## config.mk

```make
export PLATFORM = sky130hd
export DESIGN_NAME = bcd_digit_scanner_flat
export DESIGN_NICKNAME = d
export VERILOG_FILES = /design/src/rtl/bcd_digit_scanner_if.sv /design/src/rtl/bcd_digit_scanner.sv /design/src/flat_wrapper.sv
export SDC_FILE = /design/constraint.sdc
export NUM_CORES = 1
export LEC_CHECK = 0
export CAP_MARGIN = 15
export CORE_MARGIN = 3
export CORE_UTILIZATION = 45
export DETAILED_ROUTE_END_ITERATION = 16
export PLACE_DENSITY_LB_ADDON = 0.1
export SETUP_SLACK_MARGIN = 0.1
export SLEW_MARGIN = 10
export SYNTH_ARGS = -nofsm -noshare
export SYNTH_HDL_FRONTEND = slang
export SYNTH_SLANG_ARGS = --single-unit
```

## constraint.sdc

```tcl
create_clock -name clk -period 3.15 [get_ports clk]
set_clock_uncertainty 0.2 [all_clocks]
set_input_delay 0.63 -clock clk [delete_from_list [all_inputs] [get_ports clk]]
set_output_delay 0.63 -clock clk [all_outputs]
set_load 0.1 [all_outputs]
```

## src/rtl/bcd_digit_scanner_if.sv

```systemverilog
// Bus between the BCD scanner and its user: count controls in,
// scanned digit, active-low digit enable and wrap pulse out.
interface bcd_digit_scanner_if;
    logic       clear;
    logic       inc;
    logic       hold;
    logic [3:0] numeral_bit;
    logic [3:0] digit_enable_n;
    logic       overflow;

    modport master (
        output clear,
        output inc,
        output hold,
        input  numeral_bit,
        input  digit_enable_n,
        input  overflow
    );

    modport slave (
        input  clear,
        input  inc,
        input  hold,
        output numeral_bit,
        output digit_enable_n,
        output overflow
    );
endinterface

```

## src/rtl/bcd_digit_scanner.sv

```systemverilog
// Four-digit BCD event counter with a frozen-able display copy and a
// time-multiplexed, leading-zero-blanked scanner for a common-anode display.
module bcd_digit_scanner #(
    parameter int REFRESH_DIV = 50000
) (
    input  logic                 clk,
    input  logic                 reset,
    bcd_digit_scanner_if.slave   bus
);

    localparam int PW = (REFRESH_DIV > 2) ? $clog2(REFRESH_DIV) : 1;
    localparam logic [PW-1:0] PRE_LAST = PW'(REFRESH_DIV - 1);

    // {carry_out, digit} for one decimal digit with carry in
    function automatic logic [4:0] bcd_inc(input logic [3:0] d, input logic cin);
        logic [4:0] r;
        if (!cin) begin
            r = {1'b0, d};
        end else if (d == 4'd9) begin
            r = {1'b1, 4'd0};
        end else begin
            r = {1'b0, d + 4'd1};
        end
        return r;
    endfunction

    logic [3:0][3:0] cnt_q, cnt_d;
    logic [3:0][3:0] disp_q, disp_d;
    logic [PW-1:0]   pre_q, pre_d;
    logic [1:0]      idx_q, idx_d;
    logic [3:0]      num_q, num_d;
    logic [3:0]      en_n_q, en_n_d;
    logic            ovf_q, ovf_d;

    logic            carry_s;
    logic [4:0]      step_s;
    logic [3:0]      dz_s;
    logic [3:0]      zero_above_s;
    logic            blank_s;

    // Counter next state: ripple the increment through the digits, clear wins
    always_comb begin
        cnt_d   = cnt_q;
        ovf_d   = 1'b0;
        carry_s = bus.inc;
        step_s  = 5'd0;
        for (int k = 0; k < 4; k++) begin
            step_s   = bcd_inc(cnt_q[k], carry_s);
            cnt_d[k] = step_s[3:0];
            carry_s  = step_s[4];
        end
        if (bus.clear) begin
            cnt_d = 16'h0000;
            ovf_d = 1'b0;
        end else begin
            ovf_d = carry_s;
        end
    end

    // Display copy and scan timing
    always_comb begin
        disp_d = disp_q;
        pre_d  = pre_q;
        idx_d  = idx_q;
        if (!bus.hold) begin
            disp_d = cnt_q;
        end else begin
            disp_d = disp_q;
        end
        if (pre_q == PRE_LAST) begin
            pre_d = {PW{1'b0}};
            idx_d = idx_q + 2'd1;
        end else begin
            pre_d = pre_q + PW'(1);
            idx_d = idx_q;
        end
    end

    // zero_above_s[k]: digit k and every more significant digit are zero
    assign dz_s = {disp_q[3] == 4'd0, disp_q[2] == 4'd0,
                   disp_q[1] == 4'd0, disp_q[0] == 4'd0};
    assign zero_above_s = {dz_s[3], &dz_s[3:2], &dz_s[3:1], &dz_s[3:0]};
    assign blank_s = (idx_q != 2'd0) && zero_above_s[idx_q];

    // Output register next state for the selected digit
    always_comb begin
        num_d  = disp_q[idx_q];
        en_n_d = 4'b1111;
        case (idx_q)
            2'd0:    en_n_d = 4'b1110;
            2'd1:    en_n_d = 4'b1101;
            2'd2:    en_n_d = 4'b1011;
            2'd3:    en_n_d = 4'b0111;
            default: en_n_d = 4'b1111;
        endcase
        if (blank_s) begin
            num_d  = 4'd0;
            en_n_d = 4'b1111;
        end else begin
            num_d  = disp_q[idx_q];
        end
    end

    // State registers
    always_ff @(posedge clk or posedge reset) begin
        if (reset) begin
            cnt_q  <= 16'h0000;
            disp_q <= 16'h0000;
            pre_q  <= {PW{1'b0}};
            idx_q  <= 2'd0;
            num_q  <= 4'd0;
            en_n_q <= 4'b1110;
            ovf_q  <= 1'b0;
        end else begin
            cnt_q  <= cnt_d;
            disp_q <= disp_d;
            pre_q  <= pre_d;
            idx_q  <= idx_d;
            num_q  <= num_d;
            en_n_q <= en_n_d;
            ovf_q  <= ovf_d;
        end
    end

    assign bus.numeral_bit    = num_q;
    assign bus.digit_enable_n = en_n_q;
    assign bus.overflow       = ovf_q;

endmodule

```

## src/flat_wrapper.sv

```systemverilog
// flat-port wrapper written by rule: the top's interface ports become plain ports
module bcd_digit_scanner_flat 
#(
    parameter int REFRESH_DIV = 50000
)
  (clk, reset, bus_clear, bus_inc, bus_hold, bus_numeral_bit, bus_digit_enable_n, bus_overflow);
  bcd_digit_scanner_if bus_i ();
  input  logic clk;
  input  logic reset;
  input wire logic [$bits(bus_i.clear)-1:0] bus_clear;
  input wire logic [$bits(bus_i.inc)-1:0] bus_inc;
  input wire logic [$bits(bus_i.hold)-1:0] bus_hold;
  output wire logic [$bits(bus_i.numeral_bit)-1:0] bus_numeral_bit;
  output wire logic [$bits(bus_i.digit_enable_n)-1:0] bus_digit_enable_n;
  output wire logic [$bits(bus_i.overflow)-1:0] bus_overflow;
  assign bus_i.clear = bus_clear;
  assign bus_i.inc = bus_inc;
  assign bus_i.hold = bus_hold;
  assign bus_numeral_bit = bus_i.numeral_bit;
  assign bus_digit_enable_n = bus_i.digit_enable_n;
  assign bus_overflow = bus_i.overflow;
  bcd_digit_scanner #(.REFRESH_DIV(REFRESH_DIV)) u_core (.clk(clk), .reset(reset), .bus(bus_i));
endmodule
```

# After elaboration in Yosys (flattened, before gate mapping)
# Cells that the tools add are included.
[totals] ff_bits=59 inputBits=5 output_inout_bits=9 wordCells=60
[classes] add_sub_neg=6 n_lt_le_gt_ge=1 eq_ne=8 n_mux=18 n_reduce_logical=14
[ops] operator="$mux 5" n=8
[ops] operator="$mux 16" n=2
[ops] operator="$add 16x1->16 const B" n=1
[ops] operator="$add 4x1->4 const B" n=4
[ops] operator="$eq 16x16->1 const B" n=1
[ops] operator="$eq 4x4->1 const B" n=4
[ops] operator="$logic_not 4->1" n=4
[ops] operator="$pmux 4 s4" n=1
[ops] operator="$mux 4" n=3
[ops] operator="$reduce_bool 2->1" n=5
[ops] operator="$bmux 4 s2" n=1
[ops] operator="$eq 2x2->1 const B" n=2
[ops] operator="$reduce_and 4->1" n=1
[ops] operator="$lt 2x3->1 const B" n=1
[ops] operator="$reduce_and 3->1" n=1
[ops] operator="$add 2x1->2 const B" n=1
[ops] operator="$bmux 1 s2" n=1
[ops] operator="$eq 2x1->1 const B" n=1
[ops] operator="$logic_not 2->1" n=1
[ops] operator="$mux 1" n=2
[ops] operator="$reduce_and 2->1" n=1
[ops] operator="$logic_and 1x1->1" n=1

# Depth between registers and ports, before layout
[logic_depth] depth_word=7 ltp_mapped=8 mapped_depth_nobuf=6

# Worst setup path before layout
# OpenSTA, ideal clock, no wires.
[synth_timing] kind="reg2reg" from="register u_core.idx_q[0]" to="register u_core.en_n_q[1], in the netlist u_core.bus.digit_enable_n[1]" setup_ns=0.061 t_arrival_ns=1.871 required_ns=2.889 slack_ns=1.017 stages_incl_launch_ff=7 path_buffers=1 synth_period_minus_slack_ns=2.133 path_cell_list="dfrtp_1 > clkbuf_1 > inv_1 > ha_1 > or4_1 > a2111o_1 > nand2_1"
[synth_between] elab_chain_cells=4 word_cells_on_any_way=10 cone_classes="eq/ne: 3; mux: 4; reduce/logical: 3"
[synth_lines] element="start, declared" line="bcd_digit_scanner.sv:30" source="logic [1:0] idx_q, idx_d;"
[synth_lines] element="start signal, assigned" line="bcd_digit_scanner.sv:118" source="idx_q <= idx_d;"
[synth_lines] element="$bmux 1 s2" line="bcd_digit_scanner.sv:83" source="assign blank_s = (idx_q != 2'd0) && zero_above_s[idx_q];"
[synth_lines] element="$mux 1 (implied by the code)" line="bcd_digit_scanner.sv:83"
[synth_lines] element="$logic_and 1x1->1" line="bcd_digit_scanner.sv:83"
[synth_lines] element="$mux 4 (*)" line="bcd_digit_scanner.sv:96" source="if (blank_s) begin"
[synth_lines] element="named net u_core.en_n_d[1]" line="bcd_digit_scanner.sv:32" source="logic [3:0] en_n_q, en_n_d;"
[synth_lines] element="end signal, assigned" line="bcd_digit_scanner.sv:120" source="en_n_q <= en_n_d;"
[synth_lines] element="end, declared" line="bcd_digit_scanner.sv:32"
# The timed path passes the listed nets; every way through them passes the cells marked *. The select of a mux whose other input is x is not followed.
# A chain may end at the register's enable or synchronous reset.

# Worst setup path in the final report
[layout_timing] from="input port bus_inc" to="register u_core.cnt_q[15] in the netlist's numbering"
[layout_between] elab_chain_cells=4
[layout_lines] element="start, declared" line="flat_wrapper.sv:11" source="input wire logic [$bits(bus_i.inc)-1:0] bus_inc;"
[layout_lines] element="$mux 5 (3 in a row)" line="bcd_digit_scanner.sv:17" source="if (!cin) begin"
[layout_lines] element="$reduce_bool 2->1 (no line)"
[layout_lines] element="end signal, assigned" line="bcd_digit_scanner.sv:115" source="cnt_q <= cnt_d;"
[layout_lines] element="end, declared" line="bcd_digit_scanner.sv:27" source="logic [3:0][3:0] cnt_q, cnt_d;"
# No other way between the ends. The select of a mux whose other input is x is not followed.

==> impl_metrics.py <==
metrics = {
    "outcome": {
        "status": "completed",
    },
    "placed_design": {
        "dp_hpwl_mm": 3.549,
        "portBuffers": 13,
        "finalWeightedCongestion": 0.7660,
    },
    "run": {
        "cap_violations": 0,
    },
    "timing": {
        "maxSlewHeadroom": 0.5292,
        "hold_viol": 0,
        "worst_slew_pin_slew_ns": 0.7040,
        "totalNegativeSetupSlack_ns": 0,
        "period_needed_ns": 2.320,
        "rsz0062_at_grt": "false",
        "fin_crit_sh": 0.7366,
        "fin_hold_ws_ns": 0.3041,
        "fmax_ghz": 0.4310,
        "drv_slew": 0,
        "finalSetupViolCount": 0,
    },
    "route": {
        "viasPerCell": 5.274,
        "dr_wl_met3_um": 211,
        "wl_met2_mm": 2.079,
        "drtPass1Iterations": 4,
        "drtIter0Drc": 96,
        "drc": 0,
        "ant_nets": 0,
        "finalWirelength_mm": 5.024,
        "num_vias": 1851,
        "post_drt_wl_per_cell_um": 14.31,
        "highest_layer": "met4",
        "m1WireLength_mm": 2.659,
    },
    "final_layout": {
        "nets": 289,
        "fillers": 531,
        "drive_above_1_share": 0.1920,
        "area_growth_pct": 12.87,
        "antenna_cells": 0,
        "fin_util": 0.5330,
    },
    "logic_synthesis": {
        "synth_nets": 273,
        "syn_avg_cell_area_um2": 11.09,
        "yosysMostFrequentCell": "dfrtp_1",
        "netlist_instances": 255,
        "seq_area_frac_synth": 0.5232,
        "ys_seq_elements": 59,
        "synth_top_cell_area_share": 0.4954,
        "synth_area_um2": 2829,
        "synth_cell_types": 41,
        "synth_edf_count": 0,
        "ys_warn_count": 0,
        "yosys-top-cells-area": "dfrtp_1, ha_1, mux2_2",
        "async_flop_share": 1.000,
        "synth_common_cells": "dfrtp_1, nor2_1, nand2_1",
        "synthFlopType": "dfrtp_1",
        "yosys.area.top_type": "dfrtp_1",
    },
    "worst_setup_path": {
        "cp_max_fo": 9,
        "reg2reg_to": "u_core.bus.digit_enable_n[2]",
        "slowest_delay_ns": 0.61,
        "r2r-start": "u_core.idx_q[0]",
        "slowest_stage": "clkdlybuf4s50_1",
        "crit_required_ns": 3.16,
        "r2r_setup_slack_ns": 1.02,
        "path_class": "input pin to flop",
        "arrival_ns": 2.33,
        "cp-start-kind": "input pin",
        "worstSetupEndpointType": "flop",
        "cp_cell_sequence": "clkdlybuf4s50_1, and4b_1, and3_1, o21ai_2, a32o_1",
        "rr_worst_depth": 5,
    },
    "clock_network": {
        "worstSkewPairLatency_ns": 0.33,
        "cts.htree.levels": 3,
        "cts_made_buffers": 9,
        "ctsHoldBuffers": 0,
        "cts_setup_buffers": 0,
        "clock_path_buffers": 2,
        "clock_sinks": 59,
        "cts_resized": 0,
        "clk_pin_slew_ns": 0.06,
        "cts_tree": "built",
        "root_buffer": "clkbuf_8",
    },
    "min_path": {
        "min_to": "u_core.pre_q[10]",
        "holdPathStages": 1,
        "hold_path_startpoint": "u_core.pre_q[10]",
        "hold_class": "flop to flop",
    },
    "global_routing": {
        "grt-ovfl-total": 0,
        "grt_pass1_vias": 1830,
        "antenna_found_initial": 0,
        "grt_start_max_net_pins": 38,
        "grt_usage": 0.1578,
        "grt_pass1_wl_mm": 8.880,
    },
    "die": {
        "num_io_pins": 14,
        "die_h_um": 85.29,
        "row_count": 28,
        "core-area_um2": 5991,
        "die_w_um": 85.29,
        "die_area_um2": 7274,
        "start_util": 0.4722,
    },
    "pwr": {
        "power.density_nw_per_um2": 456.9,
        "vdd_drop_max_uv": 237.5,
        "leakage_uw": 0.001447,
    },
}
==> worst max path at each step <==
| stage | from | end | slack, ns | cells after the start |
|---|---|---|---|---|
| 2_1_floorplan | reset | u_core.bus.digit_enable_n[0] | 0.87 | 1 |
| 3_3_place_gp | bus_inc | u_core.cnt_q[15] | 0.52 | 5 |
| 3_5_place_dp | bus_inc | u_core.cnt_q[15] | 0.50 | 5 |
| 4_1_cts | bus_inc | u_core.cnt_q[15] | 0.85 | 5 |
| 5_1_grt | bus_inc | u_core.cnt_q[15] | 0.72 | 5 |
| 6_report | bus_inc | u_core.cnt_q[15] | 0.83 | 5 |
==> state kept, by name (all words and copies together), names as in the netlist <==
name / count
u_core.bus.numeral_bit: 4
u_core.pre_q: 16
u_core.cnt_q: 16
u_core.bus.digit_enable_n: 4
u_core.idx_q: 2
u_core.bus.overflow: 1
u_core.disp_q: 16
==> through the flow <==
step / instances / instance area [µm²] / power [µW] / setup slack, ns
finish: 351 / 3193 / 1459 / 0.8299
global route: 351 / 3193 / 1529 / 0.7233
CTS: 351 / 3193 / 1487 / 0.8498
detailed placement: 335 / 3010 / 859.9 / 0.4996
global placement: 335 / 3010 / 860.3 / 0.5248
floorplan: 255 / 2829 / 835.6 / 0.8686
==> cell usage in the layout, fill, tap and decap left out, types with 2 or more instances in the layout <==
| master | n |
|---|---|
| dfrtp_1 | 56 |
| nor2_1 | 24 |
| nand2_1 | 20 |
| mux2_2 | 14 |
| a21oi_1 | 13 |
| ha_1 | 13 |
| clkbuf_8 | 12 |
| buf_4 | 12 |
| nand3_1 | 11 |
| o21ai_0 | 9 |
| inv_1 | 9 |
| xnor2_1 | 9 |
| nor3_1 | 5 |
| or3_1 | 5 |
| nand4_1 | 5 |
| nand3b_1 | 4 |
| and3_1 | 4 |
| nor4_1 | 4 |
| mux2i_1 | 4 |
| mux4_2 | 4 |
| xor2_1 | 4 |
| clkdlybuf4s50_1 | 4 |
| dfstp_2 | 3 |
| nand4b_1 | 2 |
| and3b_1 | 2 |
| nor2b_1 | 2 |
| nor4b_1 | 2 |
| and4_1 | 2 |
| clkinv_2 | 2 |
| clkbuf_1 | 2 |
==> where the power goes <==
part	internal, µW	switching (µW)
clock	348	267
sequential	765	5.81
combinational	23.4	50.2
total	1140	323
==> layout make-up <==
class                      count  area [µm²]  area share
timing repair buffer          17       150.1     0.04702
clock inverter                 2       10.01    0.003135
tap                           75       93.84     0.02939
sequential                    59        1480      0.4636
clock buffer                  14       172.7     0.05408
multi-input combinational    174        1249      0.3911
inverter                      10       37.54     0.01176
==> cells by family (layout without fill, tap and decap cells) <==
family | after synthesis | in the layout | synth area share
flops | 59 | 59 | 0.5232
xor+xnor | 13 | 13 | 0.04025
fa+ha+maj | 13 | 13 | 0.05750
buf+inv | 22 | 43 | 0.03538
simple gates | 98 | 98 | 0.1840
compound gates | 28 | 28 | 0.05794
mux | 22 | 22 | 0.1017
==> per-layer routing <==
metal  GRT usage  up-vias
met5           0        -
met2      0.2225       27
li1            -      928
met3     0.06505        9
met1      0.2206      887
met4     0.05180        0
==> critical path, delay by kind of cell <==
kind | cells | cell delay [ns]
compound gates | 2 | 0.34
buf+inv | 1 | 0.61
simple gates | 2 | 0.75
No activity file was read; power rests on OpenSTA's default activity.
